`config.mk`:
```
export PLATFORM = sky130hd
export DESIGN_NAME = fifo_burst_reader
export DESIGN_NICKNAME = d
export VERILOG_FILES = /design/src/rtl/fifo_burst_reader.sv
export SDC_FILE = /design/constraint.sdc
export NUM_CORES = 1
export LEC_CHECK = 0
export ABC_CLOCK_PERIOD_IN_PS = 5070
export BUFFER_PORTS_ARGS = -buffer_cell sky130_fd_sc_hd__buf_4
export CAP_MARGIN = 20
export CORE_MARGIN = 2
export CORE_UTILIZATION = 40
export DETAILED_ROUTE_END_ITERATION = 6
export GPL_ROUTABILITY_DRIVEN = 0
export PLACE_DENSITY = 0.68
export SETUP_SLACK_MARGIN = 0.1
export SLEW_MARGIN = 20
export SYNTH_ARGS = -nofsm -noshare
export SYNTH_HDL_FRONTEND = slang
export SYNTH_SLANG_ARGS = --single-unit
```
`constraint.sdc`:
```
create_clock -name clk -period 5.07 [get_ports clk]
set_input_delay 0.507 -clock clk [delete_from_list [all_inputs] [get_ports clk]]
set_output_delay 0.507 -clock clk [all_outputs]
set_load 0.03 [all_outputs]
```
`src/rtl/fifo_burst_reader.sv`:
```
// rtl/fifo_burst_reader.sv - pops a commanded burst from a show-ahead FIFO onto a valid/ready stream
module fifo_burst_reader #(
    parameter int DWIDTH = 32,
    parameter int LWIDTH = 8
) (
    input  logic              clk,
    input  logic              rst,
    input  logic              cmd_valid,
    input  logic [LWIDTH-1:0] cmd_len,
    output logic              cmd_ready,
    input  logic [DWIDTH-1:0] fifo_dout,
    input  logic              fifo_empty,
    output logic              fifo_ren,
    output logic [DWIDTH-1:0] m_data,
    output logic              m_valid,
    output logic              m_last,
    input  logic              m_ready,
    output logic              busy,
    output logic              done
);

    typedef enum logic [1:0] {
        IDLE  = 2'd0,
        BURST = 2'd1,
        DRAIN = 2'd2
    } state_t;

    // One extra bit so a full 2^LWIDTH-word burst is representable
    localparam logic [LWIDTH:0] REM_ONE = {{LWIDTH{1'b0}}, 1'b1};

    state_t          state;
    state_t          state_nx;
    logic [LWIDTH:0] remaining;
    logic            cmd_fire;
    logic            beat_fire;
    logic            pop;

    // State register; reset abandons any burst in flight
    always_ff @(posedge clk or posedge rst) begin
        if (rst) begin
            state <= IDLE;
        end else begin
            state <= state_nx;
        end
    end

    // Next-state and handshake decode; a pop only happens when the output register is free or draining
    always_comb begin
        state_nx  = state;
        cmd_ready = (state == IDLE);
        busy      = (state != IDLE);
        cmd_fire  = cmd_valid & (state == IDLE);
        beat_fire = m_valid & m_ready;
        pop       = (state == BURST) & ~fifo_empty & (remaining != '0) & (~m_valid | m_ready);
        fifo_ren  = pop;
        case (state)
            IDLE: begin
                if (cmd_fire) begin
                    state_nx = BURST;
                end
            end
            BURST: begin
                if (pop && (remaining == REM_ONE)) begin
                    state_nx = DRAIN;
                end
            end
            DRAIN: begin
                if (beat_fire) begin
                    state_nx = IDLE;
                end
            end
            default: state_nx = IDLE;
        endcase
    end

    // Words still to be popped in the current burst
    always_ff @(posedge clk or posedge rst) begin
        if (rst) begin
            remaining <= '0;
        end else if (cmd_fire) begin
            remaining <= {1'b0, cmd_len} + REM_ONE;
        end else if (pop) begin
            remaining <= remaining - REM_ONE;
        end
    end

    // Output register: loads on pop, empties on a transfer that is not refilled the same edge
    always_ff @(posedge clk or posedge rst) begin
        if (rst) begin
            m_data  <= '0;
            m_valid <= 1'b0;
            m_last  <= 1'b0;
        end else if (pop) begin
            m_data  <= fifo_dout;
            m_valid <= 1'b1;
            m_last  <= (remaining == REM_ONE);
        end else if (beat_fire) begin
            m_valid <= 1'b0;
            m_last  <= 1'b0;
        end
    end

    // Completion pulse in the first IDLE cycle after the final beat leaves
    always_ff @(posedge clk or posedge rst) begin
        if (rst) begin
            done <= 1'b0;
        end else begin
            done <= (state == DRAIN) & beat_fire;
        end
    end

endmodule
```
==> summary.md <==
| Metric | Value |
|---|---|
| Status | `finished, final reports clean` |
| Initial antenna violation count | `0` |
| Ports | `83` |
| Total CTS buffers | `5` |
| CTS tree | `done` |
| Total track usage | `16.0%` |
| Placed insts | `316` |
| Final period util | `61.1%` |
| Final wirelength | `4.44 mm` |
| Die W | `76.9 um` |
| Die ar. | `roughly 5900 um2` |
| Post-Synthesis Cell Area | `about 2100 um2` |
| Multiplexer share of the synthesized area | `between 15 and 20%` |
| Multi-input gate area | `905 um2` |
| Vias per inst | `~5` |
| Slew of the pin with the lowest slew margin | `approximately 0.94 ns` |
| Cells after synthesis | `approximately 170` |
| Filler cells | `458` |
| Synth Area in Simple Gates | `a little over an eighth` |
| Core ar. | `around 5000 um2` |
| Cell mode on critical path | `buf_4` |
| P&R area growth vs syn | `35.4%` |
| # setup viols final | `0` |
| Layout cells sized above 1 | `approximately half` |
| Adder-cell share of the synthesized area | `approximately 2.4%` |
| Yosys warns | `0` |
| Skew-Pair Late Insertion Delay | `0.30 ns` |
| Post_cts resized | `0` |
| WS Path Type | `flip-flop to output pin` |
| CTS max path bufs | `2` |
| Unrepaired setup endpoints after global routing | `no` |
| Largest net degree at the start of global routing | `47` |
| DP HPWL | `~3.3 mm` |
| MaxCap Viol Count | `0` |
| Fmax | `323 MHz` |
| Critical path required time | `roughly 4.6 ns` |
| Worst path top cell family by delay | `buffers and inverters` |
| Tot Pwr | `~1100 uW` |
| # hold bufs at CTS | `0` |
| FF+latch count, synth | `46` |
| Die H | `between 70 and 80 um` |
| Lkg Pwr | `~0.0013 uW` |
| Library cells used by synthesis | `38` |
| Sink Count | `46` |
| 1st-iter DRT viols | `between 60 and 70` |
| Main combinational cell family by area after synthesis | `multiplexers` |
| Wire per inst | `between 10 and 15 um` |
| Drt first pass iters | `2` |
| N_diodes | `0` |
| Crit end category | `output pin` |
| Sequential share of the synthesized area | `between 50% and 60%` |
| Fin util | `a little under three fifths` |
| Total negative slack | `0 ns` |
| Congestion Overflow GR | `0` |
| H-tree levels | `2` |
| Final Hold Fails | `0` |
| Initial Util | `about two fifths` |
| Compound-Gate Fraction of Synth Area | `approximately 6.6%` |
| First-pass GRT wire length | `~7.6 mm` |
| I/O Buffers | `82` |
| Syn nets | `~220` |
| Row count | `26` |
| Synth Area in XOR/XNOR | `2.47%` |
| CP max FO | `20` |
| CP Cell Sequence | `inv_1 > ha_1 > or4b_1 > o211a_1 > buf_4 > buf_4` |
| Worst-path clk slew | `0.08 ns` |
| Drc violations | `0` |
| Vias in the first global route | `1698` |
| Antenna Nets Post-Route | `0` |
| Peak supply drop | `between 200 and 250 uV` |
| Headroom to the max-slew limit | `a little under two fifths` |
| Crit path arrival time | `about 2.6 ns` |
| Via count | `around 1600` |
| Final Max Tran Viols | `0` |
| CP bufs+invs | `3` |
| Total setup buffers inserted after CTS | `0` |
| CP peak stage delay | `around 0.54 ns` |
| Hold crit path type | `input pin to flip-flop` |
| CP max-delay cell | `o211a_1` |
| Fin cells | `~320` |
| Clock skew | `roughly 0.0062 ns` |
| Storage cell area | `1150 um2` |
| Clock root cell | `clkbuf_8` |
| # nets final | `between 300 and 400` |
| Avg Cell Area, Syn | `roughly 13 um2` |
| Min Tclk post-route | `between 3 and 4 ns` |
| Pwr Density | `384 nW/um2` |
| Nature of the critical path startpoint | `flip-flop` |
[per-stage QoR]
stage	setup slack, ns	instance area [um2]	hold WS (ns)
floorplan	2.94	2130	0.482
global placement	2.33	2790	0.492
detailed placement	2.30	2790	0.497
CTS	1.95	2880	0.403
global route	1.81	2880	0.408
finish	1.97	2880	0.410
[report_power, final]
group | leakage (uW) | switching, uW | total [uW] | internal [uW]
Combinational | 0.000737 | 199 | 371 | 172
Sequential | 0.000539 | 57.6 | 498 | 440
Clock | 0.0000489 | 124 | 237 | 113
[cells in the final DEF (no fill, tap or decap), types with 2 or more instances in the layout]
cell type and instances:
nand3_1 5, nand2_1 10, mux2_2 32, xor2_1 4
o211ai_1 5, clkbuf_8 6, or3_1 4, nor3_1 5
nand2b_1 2, buf_4 83, o21a_1 2, nor2_1 5
or2_2 2, o21ai_0 3, a31oi_1 3, inv_1 4
xnor2_1 2, or4_1 3, dfrtp_1 46, nand4_1 2
nor3b_1 3, ha_1 4
[Yosys cell counts (all sizes together)]
cell type  count  area (um2)
nand4b         1        8.76
nor4           1        6.26
o211ai         5        37.5
a221o          1        10.0
nand4          2        12.5
nor3           5        25.0
nand2         10        37.5
buf            4        45.0
xnor2          2        17.5
nor2           5        18.8
and2           1        6.26
inv            5        18.8
nand2b         2        12.5
nand3b         1        7.51
nor3b          4        35.0
or3            4        25.0
o21ai          3        15.0
dfrtp         46        1150
nand3          5        25.0
xor2           4        35.0
or4            4        33.8
mux2          32         360
mux2i          1        10.0
o211a          1        10.0
o21a           2        15.0
or3b           1        8.76
or2            2        12.5
o311ai         1        8.76
or4b           1        10.0
clkbuf         2        7.51
o31ai          1        7.51
o2111ai        1        8.76
and3           1        6.26
o22a           1        8.76
a31oi          3        18.8
ha             4        50.1
[per-layer routing]
metal	GRT usage, %	wire length (um)	vias to the layer above
li1	-	-	781
met2	27.4	2180	50
met5	0	0	-
met4	4.91	51	0
met3	5.76	335	7
met1	18.7	1870	790
[sequential cells by signal, summed over array words and instances, names as in the netlist]
signal     flops
done           1
state          2
m_valid        1
remaining      9
m_data        32
m_last         1
[path summary, 6_finish.rpt]
kind                               from      endpoint  slack [ns]  cells past startpoint
min reg2reg                   m_data[5]     m_data[5]        0.51                      1
max                        remaining[0]      fifo_ren        1.97                      6
min                          cmd_len[0]  remaining[0]        0.41                      2
min in group asynchronous           rst     m_data[7]        0.42                      2
max in group asynchronous           rst  remaining[5]        4.06                      2
max reg2reg                remaining[0]    m_data[22]        2.57                      6
[cells by family after synthesis]
logic type,Yosys count
buf+inv,11
xor+xnor,6
compound gates,19
fa+ha+maj,4
mux,33
flops,46
simple gates,50
[area by class of cell]
type	instances	area share (%)
Timing Repair Buffer	83	21.6
Clock inverter	1	0.304
Clock buffer	7	3.00
Inverter	5	0.652
Sequential cell	46	40.0
Tap cell	70	3.04
Multi-Input combinational cell	112	31.4
[worst reg2reg max path, stage by stage (launching register included)]
cell and delay, ns:
dfrtp_1 0.43, inv_1 0.10, ha_1 0.16, or4b_1 0.51, o211a_1 0.54, buf_4 0.36
mux2_2 0.29
Note: power is estimated with default switching activity, not from simulation.
